## config.mk

```make
export PLATFORM = sky130hd
export DESIGN_NAME = mem_arbiter
export DESIGN_NICKNAME = d
export VERILOG_FILES = /design/src/rtl/mem_arbiter.sv
export SDC_FILE = /design/constraint.sdc
export NUM_CORES = 1
export LEC_CHECK = 0
export ABC_CLOCK_PERIOD_IN_PS = 3450
export CELL_PAD_IN_SITES_DETAIL_PLACEMENT = 1
export CELL_PAD_IN_SITES_GLOBAL_PLACEMENT = 2
export CORE_ASPECT_RATIO = 2
export CORE_MARGIN = 2
export CORE_UTILIZATION = 25
export DETAILED_ROUTE_END_ITERATION = 16
export PLACE_DENSITY_LB_ADDON = 0.1
export SLEW_MARGIN = 20
export SYNTH_ARGS = -nofsm -noshare
export SYNTH_HDL_FRONTEND = slang
export SYNTH_SLANG_ARGS = --single-unit
```

## constraint.sdc

```tcl
create_clock -name clk -period 3.45 [get_ports clk]
set_input_delay 0.69 -clock clk [delete_from_list [all_inputs] [get_ports clk]]
set_output_delay 0.69 -clock clk [all_outputs]
set_load 0.02 [all_outputs]
```

## src/rtl/mem_arbiter.sv

```systemverilog
// rtl/mem_arbiter.sv - two-port round-robin arbiter in front of a single-access SRAM controller
module mem_arbiter #(
    parameter int ADDR_W  = 10,
    parameter int DATA_W  = 16,
    parameter int TIMEOUT = 15
) (
    input  logic              clk,
    input  logic              rst_n,
    input  logic              a_req,
    input  logic              a_we,
    input  logic [ADDR_W-1:0] a_addr,
    input  logic [DATA_W-1:0] a_wdata,
    output logic              a_gnt,
    output logic              a_done,
    input  logic              b_req,
    input  logic              b_we,
    input  logic [ADDR_W-1:0] b_addr,
    input  logic [DATA_W-1:0] b_wdata,
    output logic              b_gnt,
    output logic              b_done,
    output logic [DATA_W-1:0] rdata,
    output logic              timeout_err,
    output logic [ADDR_W-1:0] mem_addr,
    output logic [DATA_W-1:0] mem_d,
    output logic              mem_rd,
    output logic              mem_wr,
    input  logic [DATA_W-1:0] mem_q,
    input  logic              mem_mwait
);

    // Wide enough to hold TIMEOUT itself so the last WAIT cycle's increment never wraps.
    localparam int CNT_W = (TIMEOUT < 2) ? 1 : $clog2(TIMEOUT + 1);
    localparam logic [CNT_W-1:0] CNT_LAST = CNT_W'(TIMEOUT - 1);

    typedef enum logic [1:0] {
        ST_IDLE,
        ST_ISSUE,
        ST_WAIT,
        ST_DONE
    } state_t;

    state_t              state_q, state_d;
    logic                we_q, we_d;
    logic                owner_b_q, owner_b_d;    // 1 = port B owns the transaction
    logic                last_b_q, last_b_d;      // 1 = port B was granted most recently
    logic [ADDR_W-1:0]   addr_q, addr_d;
    logic [DATA_W-1:0]   wdata_q, wdata_d;
    logic [DATA_W-1:0]   rdata_q, rdata_d;
    logic [CNT_W-1:0]    cnt_q, cnt_d;
    logic                tmo_q, tmo_d;
    logic                mem_rd_q, mem_rd_d;
    logic                mem_wr_q, mem_wr_d;
    logic                a_gnt_q, a_gnt_d;
    logic                b_gnt_q, b_gnt_d;
    logic                a_done_q, a_done_d;
    logic                b_done_q, b_done_d;

    logic                sel_b;
    logic                sel_we;
    logic [ADDR_W-1:0]   sel_addr;
    logic [DATA_W-1:0]   sel_wdata;

    // Pick the requester for the next transaction: lone requester wins, a tie goes to the port not served last.
    always_comb begin
        if (a_req && b_req) begin
            sel_b = !last_b_q;
        end else begin
            sel_b = b_req;
        end
        sel_we    = sel_b ? b_we    : a_we;
        sel_addr  = sel_b ? b_addr  : a_addr;
        sel_wdata = sel_b ? b_wdata : a_wdata;
    end

    // Next-state and next-output logic; strobes and pulses are one-cycle and default low.
    always_comb begin
        state_d   = state_q;
        we_d      = we_q;
        owner_b_d = owner_b_q;
        last_b_d  = last_b_q;
        addr_d    = addr_q;
        wdata_d   = wdata_q;
        rdata_d   = rdata_q;
        cnt_d     = cnt_q;
        tmo_d     = tmo_q;
        mem_rd_d  = 1'b0;
        mem_wr_d  = 1'b0;
        a_gnt_d   = 1'b0;
        b_gnt_d   = 1'b0;
        a_done_d  = 1'b0;
        b_done_d  = 1'b0;

        unique case (state_q)
            ST_IDLE: begin
                if (a_req || b_req) begin
                    owner_b_d = sel_b;
                    last_b_d  = sel_b;
                    we_d      = sel_we;
                    addr_d    = sel_addr;
                    wdata_d   = sel_wdata;
                    mem_rd_d  = !sel_we;
                    mem_wr_d  = sel_we;
                    a_gnt_d   = !sel_b;
                    b_gnt_d   = sel_b;
                    state_d   = ST_ISSUE;
                end
            end
            ST_ISSUE: begin
                cnt_d   = '0;
                state_d = ST_WAIT;
            end
            ST_WAIT: begin
                cnt_d = cnt_q + CNT_W'(1);
                if (!mem_mwait) begin
                    if (!we_q) begin
                        rdata_d = mem_q;
                    end
                    a_done_d = !owner_b_q;
                    b_done_d = owner_b_q;
                    state_d  = ST_DONE;
                end else if (cnt_q == CNT_LAST) begin
                    tmo_d    = 1'b1;
                    a_done_d = !owner_b_q;
                    b_done_d = owner_b_q;
                    state_d  = ST_DONE;
                end
            end
            ST_DONE: begin
                state_d = ST_IDLE;
            end
            default: begin
                state_d = ST_IDLE;
            end
        endcase
    end

    // State and output registers; reset aborts any transaction without a done pulse.
    always_ff @(posedge clk or negedge rst_n) begin
        if (!rst_n) begin
            state_q   <= ST_IDLE;
            we_q      <= 1'b0;
            owner_b_q <= 1'b0;
            last_b_q  <= 1'b1;
            addr_q    <= '0;
            wdata_q   <= '0;
            rdata_q   <= '0;
            cnt_q     <= '0;
            tmo_q     <= 1'b0;
            mem_rd_q  <= 1'b0;
            mem_wr_q  <= 1'b0;
            a_gnt_q   <= 1'b0;
            b_gnt_q   <= 1'b0;
            a_done_q  <= 1'b0;
            b_done_q  <= 1'b0;
        end else begin
            state_q   <= state_d;
            we_q      <= we_d;
            owner_b_q <= owner_b_d;
            last_b_q  <= last_b_d;
            addr_q    <= addr_d;
            wdata_q   <= wdata_d;
            rdata_q   <= rdata_d;
            cnt_q     <= cnt_d;
            tmo_q     <= tmo_d;
            mem_rd_q  <= mem_rd_d;
            mem_wr_q  <= mem_wr_d;
            a_gnt_q   <= a_gnt_d;
            b_gnt_q   <= b_gnt_d;
            a_done_q  <= a_done_d;
            b_done_q  <= b_done_d;
        end
    end

    assign a_gnt       = a_gnt_q;
    assign b_gnt       = b_gnt_q;
    assign a_done      = a_done_q;
    assign b_done      = b_done_q;
    assign mem_rd      = mem_rd_q;
    assign mem_wr      = mem_wr_q;
    assign mem_addr    = addr_q;
    assign mem_d       = wdata_q;
    assign rdata       = rdata_q;
    assign timeout_err = tmo_q;

endmodule

```

Yosys cells after proc, flatten, opt, wreduce, memory -nomap -nowiden
Index checks and enable logic that the tools add are counted.

word-level totals
  input bits = 75
  logic and storage cells = 59
  output and inout bits = 49
  flip-flop bits (word level) = 58

cells by class
  add/subtract/negate cells = 1
  reductions and logical operators = 12
  muxes and demuxes = 23
  equal/unequal tests = 6
  bitwise operators = 2

operators by type and width
  operator                                                               count
  1-bit two-way mux                                                      16
  16-bit two-way mux                                                     1
  10-bit two-way mux                                                     1
  2-bit one-hot mux with 4 select lines                                  1
  4-bit one-hot mux with 2 select lines                                  1
  2-bit two-way mux                                                      3
  3-bit AND reduction                                                    2
  4-bit by 1-bit adder with 4-bit output, second input constant          1
  2-bit equality test, second input constant                             2
  4-bit equality test, second input constant                             1
  1-bit logical NOT                                                      4
  2-bit AND reduction                                                    2
  3-bit inequality test, second input constant                           1
  2-bit by 1-bit equality test with 1-bit output, second input constant  1
  2-bit logical NOT                                                      1
  2-bit inequality test, second input constant                           1
  1-bit NOT                                                              2
  2-bit nonzero test                                                     1
  1-bit logical AND                                                      1
  1-bit logical OR                                                       1

Longest topological paths before layout
Gate-level depths: netlist of run 1.

  depth after elaboration = 6
  gate-level depth with buffers = 7
  depth with buffers taken out = 5

Worst setup path before layout of run 1
Ideal clock, no wire load.

  path kind = register to register
  from = register state_q[0]
  to = register rdata_q[10] (netlist: rdata[10])
  path slack = 1.774 ns
  stages on the path, launching flop included = 8
  clock period less this slack = 1.676 ns
  required time = 3.325 ns
  setup time = 0.125 ns
  path buffers = 2
  arrival time = 1.551 ns
  path through = dfrtp_1 -> inv_1 -> ha_1 -> buf_6 -> inv_4 -> nor3_4 -> buf_6 -> mux2_2

on the way
  longest elaborated chain between the ends = 2

ends and longest elaborated chain
  item                           line  text
  from (decl)                    42    state_t state_q, state_d;
  from (signal assigned)         156   state_q <= state_d;
  2-bit equality test            93    unique case (state_q)
  3-bit AND reduction (no line)  -
  to (signal assigned)           162   rdata_q <= rdata_d;
  to (decl)                      48    logic [DATA_W-1:0] rdata_q, rdata_d;

No other way between the ends.
A chain may end at the register's enable or synchronous reset.

Final worst setup path of run 1
  from = input port a_req
  to = register addr_q[6] (netlist: mem_addr[6])

on the way
  longest elaborated chain between the ends = 3
  elaborated cells on any way between the ends = 5
  classes of those cells = 2 x mux; 3 x reduce/logical

ends and longest elaborated chain
  item                  line  text
  from (decl)           9     input logic a_req,
  1-bit logical AND     65    if (a_req && b_req) begin
  1-bit two-way mux     65
  10-bit two-way mux    71    sel_addr = sel_b ? b_addr : a_addr;
  to (signal assigned)  160   addr_q <= addr_d;
  to (decl)             46    logic [ADDR_W-1:0] addr_q, addr_d;

Parallel ways exist; a longest one is shown, timed or not.

==> metrics, run 1 <==
CP endpoint kind=register; wire per inst=16.1 um; Yosys Warn Count=0; core region area=9700 um2; Top cell by count, worst path=a21oi_1; Slew HR=49.6%; initial antenna violation count=0; largest family of logic cells by synthesized area=compound AO/OA/AOI/OAI gates; setup TNS=0 ns; nets=423; post-synthesis cell type count=35; Pwr Total=3.75 mW; die height=145 um; FMAX=0.469 GHz; post-synthesis simple-gate area fraction=11.4%; Mapped Cells=217; Clk Tree Root Cell=clkbuf_16; Syn-to-layout area delta=66.5%; Worst VDD drop=0.343 mV; slowest CP cell=o21ai_2; CP arrival=2.37 ns; GR Overflow Total=0; Post-Synth Adder-Cell Area=2.02%; crit-path leading delay family=buffers and inverters; Leakage=1.78 nW; share of layout cells above drive strength 1=11.2%; hold buffers post-CTS=0; CTS Buffer Depth=2; GPL Wtd Cong=0.707; endpoints failing hold=0; Post-synth top flop=dfrtp_1; Post-Syn Nets=296; antenna viol nets, final=0; PD cells=908 nW/um2; drt drc=0; largest net degree at the start of global routing=28; crit path buf inv count=2; Post-synth EDFFs=0; die width=74.4 um; Setup Fix Bufs, Post-CTS=0; H-tree depth=3; run status=complete, no violations; clock sink total=58; CTS tree=yes; hold slack=0.312 ns; CTS clk-pin slew, worst paths=0.05 ns; drt first pass iters=4; worst slew pin tran=0.754 ns; skew final=0.00449 ns; Setup-failing EPs final=0; Tmin final=2.13 ns; RSZ-0062 raised after global routing=false; Die ar.=10800 um2; post-synthesis sequential area ratio=58.6%; drt first-iter violations=53; Final period util=61.8%; Mapped Area=2480 um2; WS Path Type=primary input to register; drt via density=4.50; antenna cells=0; CTS Buf Count=9; drt total wl=7750 um; Final Slew Violations=0; Post-DP HPWL=5730 um; global-route wire length before repair=12300 um; vias in the first global route=2399; count of state elements after synthesis=58; crit-path max FO=15; cells along the critical path=clkdlybuf4s50_1 > o21ai_2 > buf_4 > a21oi_1 > a21oi_1; Req. time, crit path=3.69 ns; mean area per synthesized cell=11.4 um2; Worst Setup Start Kind=primary input; Resized Gates After CTS=0; # rows=51; Async S/R FF share, synth=100%; HP Class=primary input to async pin; via count=2166; I/O pin cnt=124; GR Util All Layers=15.5%; Filler Cell Count=1083; multiplexer share of the synthesized area=8.08%; post-synthesis compound-gate area fraction=15.4%; final core occ=42.5%; PortBufs=123; Initial Util=25.5%; slowest cell delay on critical path=0.60 ns; worst-skew pair later-pin latency=0.32 ns; Max Cap Viol=0; Post-Synth XOR/XNOR Area=0%
synthesized netlist by cell type, types with 2 or more instances:
cell type / n / area [um2]
dfrtp_1: 57 / 1430
a21oi_1: 34 / 170
nor2_1: 20 / 75.1
nand2_1: 19 / 71.3
mux2_2: 13 / 146
and3_1: 11 / 68.8
a221o_1: 10 / 100
nand3_1: 6 / 30.0
buf_2: 5 / 25.0
inv_1: 5 / 18.8
buf_6: 4 / 45.0
ha_1: 4 / 50.1
mux2_1: 3 / 33.8
o21ai_0: 3 / 15.0
clkbuf_1: 2 / 7.51
mux2i_1: 2 / 20.0
kinds of logic after synthesis:
logic type / count (synthesis)
AOI/OAI and AO/OA: 59
adders and majority gates: 4
buffers and inverters: 18
DFF: 58
muxes: 18
and+or+nand+nor: 60
path summary, 6_finish.rpt:
check / start / slack, ns / end / depth (start not counted)
setup / recovery: a_req / 1.32 / mem_addr[6] / 5
hold / removal: rst_n / 0.31 / timeout_err / 1
setup reg to reg: state_q[0] / 1.33 / rdata[1] / 5
hold reg to reg: timeout_err / 0.47 / timeout_err / 1
max in group asynchronous: rst_n / 2.43 / rdata[13] / 2
min in group clk: timeout_err / 0.47 / timeout_err / 1
worst register-to-register path: stages (launching register included):
cell	delay (ns)
dfrtp_1	0.37
inv_1	0.08
ha_1	0.39
inv_4	0.08
nor3_4	0.66
mux2_2	0.42
per-stage QoR:
stage               cells  cell area, um2  setup WS [ns]
finish                481            4120           1.32
global route          481            4120           1.16
CTS                   481            4120           1.26
detailed placement    465            3820          0.948
global placement      465            3820          0.968
floorplan             217            2480           1.77
area by class of cell:
class | instances | area (um2) | area share (%)
Multi-Input combinational cell | 141 | 918 | 22.3
Sequential cell | 58 | 1450 | 35.2
Timing Repair Buffer | 128 | 1260 | 30.6
Tap cell | 132 | 165 | 4.00
Clock inverter | 2 | 35.0 | 0.850
Inverter | 6 | 25.0 | 0.607
Clock buffer | 14 | 264 | 6.40
power by group:
| part | total [mW] | switching, mW | internal (mW) |
|---|---|---|---|
| sequential | 1.15 | 0.161 | 0.993 |
| combinational | 1.71 | 0.876 | 0.834 |
| clock | 0.881 | 0.284 | 0.596 |
| total | 3.75 | 1.32 | 2.42 |
registers in the layout, summed over array words and instances (netlist names):
signal	count
b_done	1
a_done	1
last_b_q	1
a_gnt	1
state_q	2
b_gnt	1
mem_addr	10
timeout_err	1
rdata	16
mem_rd	1
we_q	1
mem_wr	1
mem_d	16
owner_b_q	1
cnt_q	4
cells in the final DEF, fill, tap and decap left out, drive strengths merged, types with 2 or more instances in the layout:
cell	instances
clkdlybuf4s50	122
dfrtp	57
a21oi	34
nor2	20
nand2	19
mux2	16
clkbuf	14
and3	11
a221o	10
nand3	6
inv	6
buf	6
ha	4
o21ai	4
mux2i	2
and2	2
layer usage:
metal | global-route usage (%) | vias up | part of all wire, %
li1 | - | 1024 | -
met1 | 16.8 | 1044 | 37
met2 | 27.6 | 87 | 55
met3 | 4.29 | 11 | 5.8
met4 | 6.58 | 0 | 2.1
met5 | 0 | - | 0
Power figures use the tool's default switching activity.
==> run 2, diff against run 1 <==
Settings changed: ABC_CLOCK_PERIOD_IN_PS 3450 to 2200, CORE_UTILIZATION 25 to 23.
Clock period 3.45 ns to 2.2 ns, I/O delays scaled along.
==> run 2 against run 1 <==
Against the previous run:
- final cell count increased by 2.1%
- sequential share of layout area decreased by 0.47 points
- power increased by 59%
- core utilization decreased by 2.6 points
- global-route usage decreased by 1.1 points
- worst hold slack got worse by 0.22 ns
- first-iteration DRC count increased by 3.8%
==> metrics, run 2 (synthesis results as in run 1) <==
cells along the critical path=inv_1 > ha_1 > inv_4 > nor3_4 > buf_12 > mux2_2; global-route wire length before repair=12700 um (+3.7%); die height=151 um (+4.1%); Syn-to-layout area delta=68.7%; CTS tree=yes; Filler Cell Count=1208 (+12%); Layout Cells excl Fill=491 (+2.1%); Met2 Wirelength=4570 um (+6.3%); Reg2Reg Launch Point=state_q[0]; I/O pin cnt=124 (unchanged); drt first pass iters=4 (unchanged); CTS Buffer Depth=2 (unchanged); HP Class=primary input to async pin; setup TNS=0 ns (unchanged); # rows=53 (+3.9%); slowest cell delay on critical path=0.42 ns (-0.18 ns); Slew HR=64.9% (+15 points); metal3 WL=490 um (+9.6%); Clk Tree Root Cell=clkbuf_16; Tmin final=1.82 ns; H-tree depth=3 (unchanged); r2r setup slk=0.38 ns (-0.95 ns); drt total wl=7920 um (+2.1%); clock sink total=58 (unchanged); via count=2213 (+2.2%); placed cell count=475 (+2.2%); initial antenna violation count=0 (unchanged); FMAX=0.549 GHz; RSZ-0062 raised after global routing=false; WS Path Type=register to register; die width=77.4 um (+4.0%); crit-path max FO=16 (+1); Worst R2R Path Depth=6 (+1); Max Cap Viol=0 (unchanged); run status=complete, no violations; endpoints failing hold=0 (unchanged); commonest non-fill, non-tap cell in the layout=clkdlybuf4s50_1; share of layout cells above drive strength 1=12.4% (+1.3 points); Setup Fix Bufs, Post-CTS=0 (unchanged); worst-skew pair later-pin latency=0.33 ns (about the same); GR Util All Layers=14.4% (-1.1 points); Post-DP HPWL=5980 um (+4.2%); wire per inst=16.1 um (about the same); GR Overflow Total=0 (unchanged); slowest CP cell=ha_1; CP arrival=2.03 ns (-0.34 ns); Placed Area=3880 um2 (+1.5%); drt drc=0 (unchanged); Leakage=1.80 nW (+1.5%); hold buffers post-CTS=0 (unchanged); Resized Gates After CTS=0 (unchanged); commonest non-fill, non-tap cells in the layout=clkdlybuf4s50_1 (122), dfrtp_1 (57), a21oi_1 (34), nor2_1 (20), nand2_1 (19); Die ar.=11700 um2 (+8.3%); PortBufs=123 (unchanged); CP endpoint kind=register; Final period util=82.7%; Worst VDD drop=0.484 mV (+41%); wire length on met1=2720 um (-4.4%); Final Slew Violations=0 (unchanged); core region area=10500 um2 (+8.0%); antenna cells=0 (unchanged); drt first-iter violations=55 (+3.8%); GPL Wtd Cong=0.723 (+2.2%); Setup-failing EPs final=0 (unchanged); Final Cell Area=4180 um2 (+1.4%); antenna viol nets, final=0 (unchanged); PD cells=1420 nW/um2 (+57%); worst slew pin tran=0.526 ns (-0.228 ns); largest net degree at the start of global routing=24 (-14%); Worst Setup Start Kind=register; vias in the first global route=2495 (+4.0%); CTS clk-pin slew, worst paths=0.05 ns (about the same); top sig layer=met4; Initial Util=23.6% (-1.9 points); capturing point of the worst reg2reg path=rdata[5]; skew final=0.00711 ns (+0.00263 ns); drt via density=4.51 (about the same); nets=428 (+1.2%); CTS Buf Count=9 (unchanged); Req. time, crit path=2.41 ns (-1.28 ns)
[run 2: cell count changes in the layout (fill, tap and decap cells not counted), sizes merged]
cell / change
buf: +5
[run 2: worst max-delay path: cells and delay by family, from the launching register on]
family | cells | cell delay [ns]
muxes | 1 | 0.34
DFF | 1 | 0.37
and+or+nand+nor | 1 | 0.22
buffers and inverters | 3 | 0.34
adders and majority gates | 1 | 0.42
[run 2: worst max-delay path by stage]
stage                          start           to  slack (ns)  depth (start not counted)
final                     state_q[0]     rdata[5]        0.38                          6
after floorplan           state_q[0]    rdata[10]        0.52                          7
after global placement         b_req  mem_addr[1]        0.28                          4
after detailed placement       a_req    mem_d[15]        0.20                          5
after global routing      state_q[0]     rdata[3]        0.27                          6
after CTS                 state_q[0]     rdata[5]        0.34                          6
[run 2: per-stage QoR]
step / setup WS [ns] / total power [mW] / hold slack [ns] / utilization [%]
2_1_floorplan: 0.524 / 3.29 / 0.144 / -
3_3_place_gp: 0.278 / 4.58 / 0.448 / 37.0
3_5_place_dp: 0.200 / 4.62 / 0.463 / 37.0
4_1_cts: 0.339 / 6.07 / 0.109 / 39.9
5_1_grt: 0.266 / 6.34 / 0.132 / 39.9
6_report: 0.380 / 5.95 / 0.0915 / 39.9
[run 2: cell type report]
class / count / area, um2 / area share [%]
Sequential cell: 58 / 1450 / 34.7
Timing Repair Buffer: 133 / 1310 / 31.4
Multi-Input combinational cell: 141 / 918 / 22.0
Clock buffer: 14 / 264 / 6.32
Tap cell: 137 / 171 / 4.10
Clock inverter: 2 / 35.0 / 0.838
Inverter: 6 / 25.0 / 0.599
[run 2: power breakdown]
part	switching (mW)	internal, mW
logic	1.37	1.35
registers	0.265	1.56
clock network	0.460	0.936
total	2.10	3.85
[run 2: metal layers]
metal  vias up  track usage, %
met5         -               0
met4         0            6.16
met3        12            4.47
met2        84            27.8
met1      1085            13.9
li1       1032               -
==> run 3, diff against run 2 <==
Settings changed: ABC_CLOCK_PERIOD_IN_PS 2200 to 1700.
Clock period 2.2 ns to 1.7 ns, I/O delays scaled along.
==> run 3 against run 2 <==
Against the previous run:
- power is 30% higher
- clock power is 25% higher
- clock-buffer cell count is 4 lower
- non-clock buffer count is 6 higher
- global-route usage is 0.51 points higher
- worst setup slack worse by 0.34 ns
- critical endpoint is now mem_d[13]
- highest routed layer unchanged
==> metrics, run 3 (synthesis results as in run 1) <==
CTS clk-pin slew, worst paths=0.05 ns (about the same); clock sink total=58 (unchanged); Setup-failing EPs final=0 (unchanged); Worst VDD drop=0.815 mV (+68%); Worst Setup Start Kind=register; setup TNS=0 ns (unchanged); crit-path max FO=2 (-14); WS Path Type=register to output pin; drt total wl=8140 um (+2.9%); vias in the first global route=2651 (+6.3%); FMAX=0.603 GHz; global-route wire length before repair=13200 um (+4.0%); wire per inst=16.4 um (+1.6%); commonest non-fill, non-tap cell in the layout=clkdlybuf4s50_1; I/O pin cnt=124 (unchanged); CTS tree=yes; CTS Buf Count=9 (unchanged); GR Util All Layers=14.9% (+0.51 points); die height=151 um (unchanged); H-tree depth=3 (unchanged); slowest CP cell=clkdlybuf4s50_1; Clk Tree Root Cell=clkbuf_16; Initial Util=23.6% (unchanged); hold path depth=1; crit-path leading delay family=buffers and inverters; skew final=0.00730 ns (+0.000187 ns); Tmin final=1.66 ns; GPL Wtd Cong=0.708 (-2.1%); Max Cap Viol=0 (unchanged); CP arrival=1.32 ns (-0.71 ns); hold slack=0.476 ns (+0.385 ns); Post-DP HPWL=6080 um (+1.8%); via count=2235 (+0.99%); HP Class=register to register; pre-CTS setup slack=-0.186 ns (-0.386 ns); crit path buf inv count=1 (-2); Final period util=97.5%; largest net degree at the start of global routing=28 (+17%); antenna cells=0 (unchanged); share of layout cells above drive strength 1=14.4% (+2.0 points); worst slew pin tran=0.465 ns (-0.0608 ns); initial antenna violation count=0 (unchanged); drt first-iter violations=28 (-49%); core region area=10500 um2 (unchanged); PD cells=1820 nW/um2 (+28%); run status=complete, no violations; Final Slew Violations=0 (unchanged); slowest cell delay on critical path=0.62 ns (+0.20 ns); Syn-to-layout area delta=70.7%; PortBufs=123 (unchanged); commonest non-fill, non-tap cells in the layout=clkdlybuf4s50_1 (122), dfrtp_1 (57), a21oi_1 (34), nor2_1 (20), nand2_1 (19); worst-skew pair later-pin latency=0.33 ns (about the same); Final Cell Area=4230 um2 (+1.2%); antenna viol nets, final=0 (unchanged); GR Overflow Total=0 (unchanged); Placed Area=3930 um2 (+1.3%); drt via density=4.50 (-0.23%); die width=77.4 um (unchanged); drt drc=0 (unchanged); Req. time, crit path=1.36 ns (-1.05 ns); drt first pass iters=3 (-1); cells along the critical path=clkdlybuf4s50_1; Leakage=1.83 nW (+1.6%); setup slack after layout=0.0420 ns (-0.338 ns); # rows=53 (unchanged); Worst R2R Path Depth=6 (unchanged); nets=434 (+1.4%); Slew HR=69.0% (+4.1 points); RSZ-0062 raised after global routing=false; CTS Buffer Depth=2 (unchanged); Worst path depth=1 (-5); Die ar.=11700 um2 (unchanged); CP endpoint kind=output pin; endpoints failing hold=0 (unchanged)
## run 3: cell count changes in the layout (fill, tap and decap cells not counted), sizes merged
cell,before,now
clkbuf,14,10
clkinv,1,4
buf,11,16
clkinvlp,0,1
dlygate4sd3,0,1
## run 3: worst paths after layout
kind,start,endpoint,slack (ns)
setup reg to reg,state_q[0],rdata[5],0.11
max in group asynchronous,rst_n,mem_addr[3],0.60
min in group asynchronous,rst_n,rdata[6],0.49
setup / recovery,mem_d[13],mem_d[13],0.04
hold reg to reg,timeout_err,timeout_err,0.48
hold / removal,timeout_err,timeout_err,0.48
## run 3: what timing repair did
item                                    in CTS  in global routing
gates resized for setup                      0                  1
hold endpoints to repair                    14                  0
setup buffers                                0                  0
hold buffers                                 1                  0
endpoints found under the setup margin       0                 16
## run 3: through the flow
stage               util [%]  total power, mW  cells
CTS                     40.4             7.87    497
global route            40.4             8.24    497
finish                  40.4             7.71    497
floorplan                  -             4.26    217
detailed placement      37.5             6.05    480
global placement        37.5             5.96    480
## run 3: cell type report
cell class                 count  area [um2]
fill                        1221        6250
sequential                    58        1450
timing repair buffer         139        1370
multi-input combinational    141         920
clock buffer                  10         229
tap                          137         171
clock inverter                 6        57.6
inverter                       6        25.0
## run 3: layer usage
metal,track usage [%],routed length (um),vias to the layer above
met3,3.75,447,14
met5,0,0,-
met1,14.9,2900,1086
met4,6.96,177,0
met2,28.5,4620,87
li1,-,-,1048
## run 3: power by group
part / leakage, nW / switching [mW] / total (mW) / internal (mW)
combinational: 0.992 / 1.81 / 3.60 / 1.79
sequential: 0.699 / 0.337 / 2.35 / 2.02
clock: 0.142 / 0.631 / 1.75 / 1.12
